$ cat src/rtl/tour_move_sched_if.sv
// tour_move_sched_if: tour_logic, UART_wrapper and cmd_proc signals seen by the move scheduler
interface tour_move_sched_if #(
  parameter int IDX_W = 5
);
  logic             start_tour;
  logic [7:0]       move;
  logic [IDX_W-1:0] mv_indx;
  logic [15:0]      cmd_UART;
  logic             cmd_rdy_UART;
  logic             clr_cmd_rdy;
  logic             send_resp;
  logic [15:0]      cmd;
  logic             cmd_rdy;
  logic             clr_UART_rdy;
  logic [7:0]       resp;
  logic             tour_err;
  modport slave (
    input  start_tour, move, cmd_UART, cmd_rdy_UART, clr_cmd_rdy, send_resp,
    output mv_indx, cmd, cmd_rdy, clr_UART_rdy, resp, tour_err
  );
  modport master (
    output start_tour, move, cmd_UART, cmd_rdy_UART, clr_cmd_rdy, send_resp,
    input  mv_indx, cmd, cmd_rdy, clr_UART_rdy, resp, tour_err
  );
endinterface

$ cat src/rtl/tour_move_sched.sv
// tour_move_sched: replays a solved knight's tour as vertical/horizontal cmd_proc legs and muxes the UART command path
module tour_move_sched #(
  parameter int NUM_MOVES = 24,
  parameter int IDX_W     = 5
) (
  input logic              clk,
  input logic              rst,
  tour_move_sched_if.slave bus
);
  typedef enum logic [2:0] {IDLE, VERT, HOLD_V, HORZ, HOLD_H} state_t;
  state_t           r_state, w_nxt;
  logic [IDX_W-1:0] r_idx;
  logic             w_valid, w_last, w_idle, w_start, w_inc;
  logic             w_up, w_dy2, w_right, w_dx2;
  logic [15:0]      w_vert, w_horz;
  assign w_valid = $onehot(bus.move);
  assign w_last  = r_idx == IDX_W'(NUM_MOVES - 1);
  assign w_idle  = r_state == IDLE;
  // bit masks of the eight knight moves: b0..b7 = (+1,+2) (-1,+2) (-2,+1) (-2,-1) (-1,-2) (+1,-2) (+2,-1) (+2,+1)
  assign w_up    = |(bus.move & 8'b1000_0111);
  assign w_dy2   = |(bus.move & 8'b0011_0011);
  assign w_right = |(bus.move & 8'b1110_0001);
  assign w_dx2   = |(bus.move & 8'b1100_1100);
  assign w_vert  = {4'b0010, w_up ? 8'h00 : 8'h7F, w_dy2 ? 4'd2 : 4'd1};
  assign w_horz  = {4'b0011, w_right ? 8'hBF : 8'h3F, w_dx2 ? 4'd2 : 4'd1};
  always_ff @(posedge clk or posedge rst)
    if (rst) begin
      r_state <= IDLE;
      r_idx   <= '0;
    end else begin
      r_state <= w_nxt;
      r_idx   <= w_start ? '0 : w_inc ? r_idx + 1'b1 : r_idx;
    end
  always_comb begin
    w_nxt   = r_state;
    w_start = 1'b0;
    w_inc   = 1'b0;
    case (r_state)
      IDLE: begin
        w_start = bus.start_tour;
        w_nxt   = bus.start_tour ? VERT : IDLE;
      end
      VERT:   w_nxt = !w_valid ? IDLE : bus.clr_cmd_rdy ? HOLD_V : VERT;
      HOLD_V: w_nxt = bus.send_resp ? HORZ : HOLD_V;
      HORZ:   w_nxt = bus.clr_cmd_rdy ? HOLD_H : HORZ;
      HOLD_H: begin
        w_inc = bus.send_resp && !w_last;
        w_nxt = !bus.send_resp ? HOLD_H : w_last ? IDLE : VERT;
      end
      default: w_nxt = IDLE;
    endcase
  end
  assign bus.mv_indx      = r_idx;
  assign bus.tour_err     = r_state == VERT && !w_valid;
  assign bus.cmd          = w_idle ? bus.cmd_UART : (r_state == VERT || r_state == HOLD_V) ? w_vert : w_horz;
  assign bus.cmd_rdy      = w_idle ? bus.cmd_rdy_UART : (r_state == VERT && w_valid) || r_state == HORZ;
  assign bus.clr_UART_rdy = w_idle && bus.clr_cmd_rdy;
  assign bus.resp         = (w_idle || (r_state == HOLD_H && w_last)) ? 8'hA5 : 8'h5A;
endmodule

$ cat src/flat_wrapper.sv
// flat-port wrapper written by rule: the top's interface ports become plain ports
module tour_move_sched_flat 
#(
  parameter int NUM_MOVES = 24,
  parameter int IDX_W     = 5
)
  (clk, rst, bus_start_tour, bus_move, bus_cmd_UART, bus_cmd_rdy_UART, bus_clr_cmd_rdy, bus_send_resp, bus_mv_indx, bus_cmd, bus_cmd_rdy, bus_clr_UART_rdy, bus_resp, bus_tour_err);
  tour_move_sched_if #(.IDX_W(IDX_W)) bus_i ();
  input logic clk;
  input logic rst;
  input wire logic [$bits(bus_i.start_tour)-1:0] bus_start_tour;
  input wire logic [$bits(bus_i.move)-1:0] bus_move;
  input wire logic [$bits(bus_i.cmd_UART)-1:0] bus_cmd_UART;
  input wire logic [$bits(bus_i.cmd_rdy_UART)-1:0] bus_cmd_rdy_UART;
  input wire logic [$bits(bus_i.clr_cmd_rdy)-1:0] bus_clr_cmd_rdy;
  input wire logic [$bits(bus_i.send_resp)-1:0] bus_send_resp;
  output wire logic [$bits(bus_i.mv_indx)-1:0] bus_mv_indx;
  output wire logic [$bits(bus_i.cmd)-1:0] bus_cmd;
  output wire logic [$bits(bus_i.cmd_rdy)-1:0] bus_cmd_rdy;
  output wire logic [$bits(bus_i.clr_UART_rdy)-1:0] bus_clr_UART_rdy;
  output wire logic [$bits(bus_i.resp)-1:0] bus_resp;
  output wire logic [$bits(bus_i.tour_err)-1:0] bus_tour_err;
  assign bus_i.start_tour = bus_start_tour;
  assign bus_i.move = bus_move;
  assign bus_i.cmd_UART = bus_cmd_UART;
  assign bus_i.cmd_rdy_UART = bus_cmd_rdy_UART;
  assign bus_i.clr_cmd_rdy = bus_clr_cmd_rdy;
  assign bus_i.send_resp = bus_send_resp;
  assign bus_mv_indx = bus_i.mv_indx;
  assign bus_cmd = bus_i.cmd;
  assign bus_cmd_rdy = bus_i.cmd_rdy;
  assign bus_clr_UART_rdy = bus_i.clr_UART_rdy;
  assign bus_resp = bus_i.resp;
  assign bus_tour_err = bus_i.tour_err;
  tour_move_sched #(.NUM_MOVES(NUM_MOVES), .IDX_W(IDX_W)) u_core (.clk(clk), .rst(rst), .bus(bus_i));
endmodule
$ cat config.mk
export PLATFORM = sky130hd
export DESIGN_NAME = tour_move_sched_flat
export DESIGN_NICKNAME = d
export VERILOG_FILES = /design/src/rtl/tour_move_sched_if.sv /design/src/rtl/tour_move_sched.sv /design/src/flat_wrapper.sv
export SDC_FILE = /design/constraint.sdc
export NUM_CORES = 1
export LEC_CHECK = 0
export BUFFER_PORTS_ARGS = -buffer_cell sky130_fd_sc_hd__buf_4
export CORE_UTILIZATION = 40
export DETAILED_ROUTE_END_ITERATION = 16
export PLACE_DENSITY = 0.8
export SLEW_MARGIN = 10
export SYNTH_ARGS = -nofsm -noshare
export SYNTH_HDL_FRONTEND = slang
export SYNTH_SLANG_ARGS = --single-unit
$ cat constraint.sdc
create_clock -name clk -period 12.9 [get_ports clk]
set_clock_uncertainty 0.15 [all_clocks]
set_input_delay 3.225 -clock clk [delete_from_list [all_inputs] [get_ports clk]]
set_output_delay 3.225 -clock clk [all_outputs]
set_load 0.02 [all_outputs]
==> flow_summary_export.csv, run 1 <==
group,metric,value,unit
final_layout,layout-drive-gt1-share,38.9,%
final_layout,fin_cells,215,
critical_path,crit_required,9.52,ns
logic_synthesis,yosysTopAreaCell,"dfrtp_1",
floorplanning,ioPinCount,62,
logic_synthesis,yosys_register_bits,8,
sta,finalHoldViolations,0,
final_layout,antenna_cells,0,
detailed_routing,postRouteAntennaNets,0,
placement,portBuffers,61,
clocking,cts_resized,0,
critical_path,cp_max_fo,4,
clocking,cts_tree,"yes",
logic_synthesis,syn-cell-area,1060,um^2
logic_synthesis,synth_cells,132,
sta,setup_viol,0,
logic_synthesis,syn_nets,177,
logic_synthesis,synth.area.top_cells,"dfrtp_1 19%, ha_1 13%, fa_1 7.5%, inv_1 7.4%, a21oi_1 6.6%",
grt,grt_overflow_total,0,
pwr,power.total,0.330,mW
sta,tns,0,ns
detailed_routing,wl_per_cell,12.7,um
min_path,hold_path_class,"reg -> reg",
clocking,cts_buffer_depth,2,
grt,grt_pass1_vias,1055,
logic_synthesis,synth_cell_type_count,37,
grt,antenna_found_initial,0,
run_status,status,"finished, final reports clean",
clocking,cts_hold_buf,0,
flow_run,drv_cap,0,
floorplanning,die_area,2870,um^2
floorplanning,fp.dieH,53.5,um
sta,slew_viol_final,0,
logic_synthesis,synth_edf_count,0,
final_layout,nets,232,
critical_path,critical_path_class,"in -> out",
logic_synthesis,yosysSeqAreaShare,18.8,%
clocking,htreeDepth,1,
pwr,power.density,218,nW/um^2
placement,routabilityCongestion,0.878,
floorplanning,fp.coreArea,2500,um^2
logic_synthesis,synth_ff_type,"dfrtp_1",
final_layout,design_area,1510,um^2
critical_path,regToRegStartpoint,"u_core.r_state[2]$_DFF_PP0_",
pwr,p_leak,0.810,nW
critical_path,end_kind,"output pin",
final_layout,areaGrowthSynthToFinish,42.4,%
grt,grt_usage,22.3,%
sta,max_freq,0.102,GHz
critical_path,cp-start-kind,"input port",
sta,slew_headroom,54.7,%
clocking,cts_root_buf,"clkbuf_4",
clocking,clk_pin_slew_worst_paths,0.05,ns
detailed_routing,drtIter0Drc,21,
grt,grt_max_degree,21,
logic_synthesis,synth.most_common_cell,"inv_1",
critical_path,crit_arrival,6.44,ns
clocking,clock_sinks,8,
sta,timing.final.crit_share,76.1,%
clocking,post-cts-setup-buffers,0,
placement,dpl_cell_area,1490,um^2
grt,grt_pass1_wl,4620,um
floorplanning,die_w,53.5,um
placement,placed_cells,212,
logic_synthesis,synthArstFlopShare,100,%
logic_synthesis,yosys_warnings,0,
sta,fin_crit,9.82,ns
clocking,cts_buffers,3,
clocking,clock_latency,0.26,ns
sta,worst_pin_slew,0.679,ns
pwr,ir_worst_vdd,0.000143,V
logic_synthesis,synth_common_cells,"21 x inv_1, 15 x nand2_1, 14 x a21oi_1, 11 x ha_1, 8 x dfrtp_1",
detailed_routing,vias_per_cell,5.29,
detailed_routing,vias,1138,
sta,rsz0062_at_grt,"no",
critical_path,cp-startpoint,"bus_move[6]",
detailed_routing,wirelength,2730,um
logic_synthesis,synth_top_area_share,18.8,%
detailed_routing,drc_errors,0,
floorplanning,row_count,18,
logic_synthesis,syn_area_per_cell,8.05,um^2
min_path,min_from,"u_core.bus.mv_indx[1]$_DFFE_PP0P_",
detailed_routing,drt_first_pass_iters,4,
floorplanning,start_util,42.5,%
placement,dp_hpwl,2250,um
==> through the flow <==
stage	hold slack (ns)	worst slack (ns)	util (%)
global placement	0.421	3.13	59.6
global route	0.495	2.86	60.5
finish	0.442	3.08	60.5
detailed placement	0.435	3.10	59.6
CTS	0.442	3.07	60.5
floorplan	0.509	3.40	-
==> layout by cell type (no fill, tap or decap), types with 2 or more instances in the layout <==
| cell | n |
|---|---|
| nand2_1 | 15 |
| a221o_1 | 2 |
| nor4_1 | 2 |
| a21oi_1 | 14 |
| clkbuf_4 | 3 |
| dfrtp_1 | 8 |
| o21ai_0 | 6 |
| ha_1 | 11 |
| inv_1 | 21 |
| nand3_1 | 5 |
| o22ai_1 | 2 |
| or3_1 | 2 |
| fa_1 | 4 |
| nor2_1 | 2 |
| buf_4 | 61 |
| and2_1 | 7 |
==> logic make-up after synthesis <==
logic type,synth area share (%)
simple gates,26.4
buf+inv,13.8
compound gates,17.7
fa+ha+maj,21.6
flops,18.8
xor+xnor,0.825
mux,0.942
==> sequential cells by signal, summed over array words and instances, names as in the netlist <==
register / cells
u_core.bus.mv_indx: 5
u_core.r_state: 3
==> where the power goes <==
part / internal (mW) / switching (mW)
logic: 0.117 / 0.151
registers: 0.0286 / 0.0143
clock network: 0.0107 / 0.00910
total: 0.156 / 0.174
==> path summary, 6_finish.rpt <==
path / end / slack (ns) / cells after the start
max: bus_cmd_rdy / 3.08 / 12
min: u_core.bus.mv_indx[1]$_DFFE_PP0P_ / 0.44 / 2
max reg2reg: u_core.bus.mv_indx[2]$_DFFE_PP0P_ / 10.99 / 3
min reg2reg: u_core.bus.mv_indx[1]$_DFFE_PP0P_ / 0.44 / 2
max in group asynchronous: u_core.bus.mv_indx[0]$_DFFE_PP0P_ / 9.56 / 2
min in group asynchronous: u_core.bus.mv_indx[3]$_DFFE_PP0P_ / 2.78 / 2
==> area by class of cell <==
cell class	count	area, um^2
Fill cell	234	987
Multi-Input combinational cell	92	716
Timing Repair Buffer	61	458
Sequential cell	8	200
Inverter	21	78.8
Tap cell	30	37.5
Clock buffer	3	22.5
==> critical path, cell delays in order <==
cell and delay (ns):
buf_4 0.11, ha_1 0.21, fa_1 0.55, inv_1 0.06
fa_1 0.54, inv_1 0.04, ha_1 0.19, fa_1 0.44
nor4b_1 0.56, o21ai_0 0.16, a21oi_1 0.18, buf_4 0.17
==> layer usage <==
layer / global-route usage [%] / wire, um / part of all wire, %
met4: 8.33 / 55 / 2.0
met5: 0 / 0 / 0
met1: 27.7 / 1100 / 40
met2: 37.7 / 1350 / 49
met3: 4.52 / 219 / 8.0
(Power assumes the default switching activity.)
==> run 2, diff against run 1 <==
Settings changed: CORE_UTILIZATION 40 to 39, PLACE_DENSITY 0.8 to 0.82.
Clock period 12.9 ns to 8.1 ns, I/O delays scaled along.
==> run 2 against run 1 <==
Effect of this change: critical endpoint unchanged; critical path type unchanged; clock-buffer cell count stayed put; final area unchanged; sequential cell count unchanged; clock power up 54%; non-clock buffer count did not move; largest power group unchanged; global-route usage decreased by 1.9 points; core utilization decreased by 0.54 points.
==> flow_summary_export.csv, run 2 (synthesis results as in run 1) <==
group,metric,value,unit
critical_path,worstReg2RegEnd,"u_core.bus.mv_indx[2]$_DFFE_PP0P_",
sta,worst_pin_slew,0.697,ns
grt,grt_max_degree,21,
grt,grt_pass1_wl,4440,um
critical_path,critical_path_class,"in -> out",
placement,portBuffers,61,
min_path,hold_path_class,"reg -> reg",
placement,routabilityCongestion,0.867,
critical_path,regToRegStartpoint,"u_core.r_state[2]$_DFF_PP0_",
clocking,cts_resized,0,
final_layout,layout-drive-gt1-share,38.9,%
floorplanning,ioPinCount,62,
sta,tns,0,ns
final_layout,finish.utilization,60.0,%
detailed_routing,vias,1110,
pwr,power.density,344,nW/um^2
detailed_routing,drtIter0Drc,29,
clocking,clock_sinks,8,
detailed_routing,vias_per_cell,5.16,
grt,grt_pass1_vias,1046,
sta,setup_viol,0,
sta,rsz0062_at_grt,"no",
floorplanning,fp.coreArea,2520,um^2
run_status,status,"finished, final reports clean",
final_layout,num-fill-cells,225,
floorplanning,start_util,42.1,%
sta,slew_headroom,53.5,%
pwr,p_leak,0.810,nW
placement,dpl_cell_area,1490,um^2
critical_path,crit_arrival,5.23,ns
clocking,cts_tree,"yes",
critical_path,crit_required,5.93,ns
sta,slew_viol_final,0,
flow_run,drv_cap,0,
critical_path,crit_path_end,"bus_cmd_rdy",
floorplanning,fp.dieH,54.2,um
clocking,cts_buffer_depth,2,
grt,grt_overflow_total,0,
sta,max_freq,0.135,GHz
critical_path,cp-startpoint,"bus_move[6]",
clocking,cts_root_buf,"clkbuf_4",
clocking,post-cts-setup-buffers,0,
floorplanning,die_w,54.2,um
sta,fin_crit,7.40,ns
floorplanning,row_count,18,
clocking,cts_hold_buf,0,
detailed_routing,wl_per_cell,12.8,um
detailed_routing,postRouteAntennaNets,0,
final_layout,layout_commonest_cell,"buf_4",
sta,fin_ws,0.700,ns
final_layout,largest_reg_flops,5,
placement,dp_slack,0.746,ns
critical_path,cp-start-kind,"input port",
clocking,clock_latency,0.25,ns
critical_path,end_kind,"output pin",
critical_path,cp_max_fo,4,
final_layout,final_cell_mix,"61 x buf_4, 21 x inv_1, 15 x nand2_1",
critical_path,r2r_setup_slack,6.17,ns
final_layout,nets,232,
clocking,clk_pin_slew_worst_paths,0.06,ns
final_layout,areaGrowthSynthToFinish,42.4,%
grt,grt_usage,20.4,%
critical_path,rr_worst_depth,3,
grt,antenna_found_initial,0,
clocking,cts_buffers,3,
sta,finalHoldViolations,0,
detailed_routing,drc_errors,0,
final_layout,antenna_cells,0,
final_layout,design_area,1510,um^2
placement,dp_hpwl,2280,um
clocking,htreeDepth,1,
floorplanning,die_area,2940,um^2
pwr,ir_worst_vdd,0.000299,V
detailed_routing,wirelength,2750,um
sta,timing.final.crit_share,91.4,%
detailed_routing,drt_first_pass_iters,4,
-- run 2: cell counts in the layout (fill, tap and decap cells not counted) --
Identical to the previous run, type by type.
-- run 2: critical path: stages --
cell     delay (ns)
buf_4          0.12
ha_1           0.22
fa_1           0.55
inv_1          0.06
fa_1           0.54
inv_1          0.04
ha_1           0.19
fa_1           0.44
nor4b_1        0.53
o21ai_0        0.17
a21oi_1        0.18
buf_4          0.17
-- run 2: power breakdown --
group	switching (mW)	internal [mW]
Combinational	0.236	0.186
Clock	0.0135	0.0170
Sequential	0.0233	0.0455
-- run 2: per-layer routing --
layer	routed length, um	vias up	track usage [%]	share of wire (%)
met5	0	-	0	0
met4	0	0	2.56	0
met3	166	0	1.98	6.0
met2	1450	50	38.0	53
met1	1130	504	25.6	41
li1	-	556	-	-
-- run 2: metrics by stage --
| step | hold WS [ns] | std cells | power [mW] |
|---|---|---|---|
| floorplan | 0.509 | 132 | 0.358 |
| global placement | 0.425 | 212 | 0.487 |
| detailed placement | 0.434 | 212 | 0.493 |
| CTS | 0.442 | 215 | 0.524 |
| global route | 0.490 | 215 | 0.564 |
| finish | 0.452 | 215 | 0.521 |
-- run 2: how the worst min path moves through the flow --
stage                                           start                                end  slack [ns]  cells after the start
floorplan           u_core.bus.mv_indx[4]$_DFFE_PP0P_  u_core.bus.mv_indx[4]$_DFFE_PP0P_        0.51                      2
global placement    u_core.bus.mv_indx[2]$_DFFE_PP0P_  u_core.bus.mv_indx[2]$_DFFE_PP0P_        0.42                      1
detailed placement  u_core.bus.mv_indx[2]$_DFFE_PP0P_  u_core.bus.mv_indx[2]$_DFFE_PP0P_        0.43                      1
CTS                 u_core.bus.mv_indx[2]$_DFFE_PP0P_  u_core.bus.mv_indx[2]$_DFFE_PP0P_        0.44                      1
global route        u_core.bus.mv_indx[4]$_DFFE_PP0P_  u_core.bus.mv_indx[4]$_DFFE_PP0P_        0.49                      2
finish              u_core.bus.mv_indx[4]$_DFFE_PP0P_  u_core.bus.mv_indx[4]$_DFFE_PP0P_        0.45                      2
-- run 2: cell type report --
type / count / area [um^2] / area share (%)
multi-input combinational: 92 / 716 / 47.3
timing repair buffer: 61 / 458 / 30.3
sequential: 8 / 200 / 13.2
inverter: 21 / 78.8 / 5.21
tap: 30 / 37.5 / 2.48
clock buffer: 3 / 22.5 / 1.49
==> run 3, diff against run 2 <==
Settings changed: PLACE_DENSITY 0.82 to 0.87.
==> run 3 against run 2 <==
Effect of this change: wire length is 7.5% lower; sequential share of layout area is the same; fmax increased by 0.70%; critical path depth unchanged; global-route usage is 0.55 points lower; die area unchanged; first-iteration DRC count decreased by 45%; sequential power increased by 0.6%.
==> flow_summary_export.csv, run 3 (synthesis results as in run 1) <==
group,metric,value,unit
grt,busiest_layer,"met2",
critical_path,worstReg2RegEnd,"u_core.bus.mv_indx[2]$_DFFE_PP0P_",
grt,grt_pass1_wl,4240,um
critical_path,cp_cell_sequence,"buf_4 > ha_1 > fa_1 > inv_1 > fa_1 > inv_1 > ha_1 > fa_1 > nor4b_1 > o21ai_0 > a21oi_1 > buf_4",
detailed_routing,postRouteAntennaNets,0,
run_status,status,"finished, final reports clean",
sta,max_freq,0.136,GHz
critical_path,crit_top_cell,"fa_1",
grt,grt_usage,19.9,%
clocking,cts_buffers,3,
critical_path,crit_slowest_cell,"fa_1",
clocking,clk_pin_slew_worst_paths,0.05,ns
min_path,hold_end,"u_core.bus.mv_indx[0]$_DFFE_PP0P_",
detailed_routing,vias_per_cell,5.12,
placement,routabilityCongestion,0.796,
clocking,post-cts-setup-buffers,0,
grt,met2_usage,31.9,%
final_layout,nets,232,
floorplanning,ioPinCount,62,
grt,met3_usage,3.95,%
floorplanning,start_util,42.1,%
critical_path,crit_required,5.93,ns
detailed_routing,wirelength,2540,um
flow_run,drv_cap,0,
placement,portBuffers,61,
clocking,cts_tree,"yes",
pwr,p_leak,0.810,nW
clocking,htreeDepth,1,
sta,rsz0062_at_grt,"no",
critical_path,crit_arrival,5.17,ns
final_layout,final_cell_mix,"61 x buf_4, 21 x inv_1, 15 x nand2_1",
sta,setup_viol,0,
pwr,p_comb_share,80.5,%
clocking,clock_sinks,8,
pwr,p_int,0.248,mW
grt,use_met1,26.1,%
critical_path,cp_top_family,"adder cells",
grt,grt_overflow_total,0,
critical_path,cp_max_fo,4,
placement,dp_hpwl,2040,um
critical_path,critical_path_class,"in -> out",
clocking,cts_resized,0,
pwr,p_seq_share,13.3,%
sta,finalHoldViolations,0,
clocking,cts_buffer_depth,2,
sta,slew_headroom,50.1,%
critical_path,rr_worst_depth,3,
final_layout,antenna_cells,0,
pwr,p_switching,0.274,mW
final_layout,largest_reg_flops,5,
final_layout,areaGrowthSynthToFinish,42.4,%
pwr,swShare,52.4,%
grt,antenna_found_initial,0,
floorplanning,die_w,54.2,um
detailed_routing,drt_first_pass_iters,4,
critical_path,crit_buf_inv,4,
min_path,hold_path_class,"reg -> reg",
detailed_routing,wl_per_cell,11.8,um
detailed_routing,vias,1100,
critical_path,end_kind,"output pin",
grt,grt_max_degree,21,
grt,grt_pass1_vias,1002,
floorplanning,fp.coreArea,2520,um^2
critical_path,regToRegStartpoint,"u_core.r_state[2]$_DFF_PP0_",
sta,slew_viol_final,0,
floorplanning,fp.dieH,54.2,um
critical_path,cp-start-kind,"input port",
sta,timing.final.crit_share,90.7,%
sta,fin_crit,7.35,ns
pwr,ir_worst_vdd,0.000268,V
floorplanning,die_area,2940,um^2
pwr,clkPwrFrac,6.2,%
min_path,hold_depth,2,
critical_path,cpPeakStageDelay,0.55,ns
clocking,cts_root_buf,"clkbuf_4",
clocking,clock_latency,0.26,ns
detailed_routing,drtIter0Drc,16,
min_path,min_from,"u_core.bus.mv_indx[0]$_DFFE_PP0P_",
pwr,power.density,345,nW/um^2
critical_path,r2r_setup_slack,6.11,ns
clocking,cts_hold_buf,0,
sta,tns,0,ns
sta,worst_pin_slew,0.748,ns
floorplanning,row_count,18,
sta,holdWs,0.451,ns
detailed_routing,drc_errors,0,
final_layout,layout_commonest_cell,"buf_4",
final_layout,layout-drive-gt1-share,38.9,%
[run 3: layout make-up]
type,count,area [um^2]
fill,231,1010
multi-input combinational,92,716
inverter,21,78.8
sequential,8,200
clock buffer,3,22.5
tap,30,37.5
timing repair buffer,61,458
[run 3: per-layer routing]
metal,vias up,wire length (um)
li1,558,-
met1,497,1160
met2,41,1220
met3,4,140
met4,0,26
met5,-,0
[run 3: metrics by stage]
stage	cells	cell area [um^2]	setup slack (ns)	total power, mW	utilization (%)
6_report	215	1510	0.751	0.522	60.0
5_1_grt	215	1510	0.474	0.564	60.0
4_1_cts	215	1510	0.729	0.526	60.0
3_5_place_dp	212	1490	0.768	0.493	59.1
3_3_place_gp	212	1490	0.781	0.488	59.1
2_1_floorplan	132	1060	0.998	0.358	-
[run 3: worst max path at each step]
stage / slack (ns) / end / startpoint / cells past startpoint
after global placement: 0.78 / bus_cmd_rdy / bus_move[6] / 12
final: 0.75 / bus_cmd_rdy / bus_move[6] / 12
after CTS: 0.73 / bus_cmd_rdy / bus_move[6] / 12
after detailed placement: 0.77 / bus_cmd_rdy / bus_move[6] / 12
after global routing: 0.47 / bus_cmd_rdy / bus_move[6] / 12
after floorplan: 1.0 / bus_cmd_rdy / bus_move[6] / 10
[run 3: power groups by stage]
stage                     clock [mW]  combinational, mW  sequential [mW]
after detailed placement           0              0.423           0.0692
after CTS                     0.0333              0.425           0.0685
final                         0.0323              0.420           0.0692
after global placement             0              0.419           0.0687
after global routing          0.0355              0.457           0.0717
after floorplan                    0              0.303           0.0553
[run 3: worst reg2reg max path: stages, from the launching register on]
cell	delay, ns
dfrtp_1	0.65
nor3_4	0.66
and2_1	0.34
a311oi_1	0.08
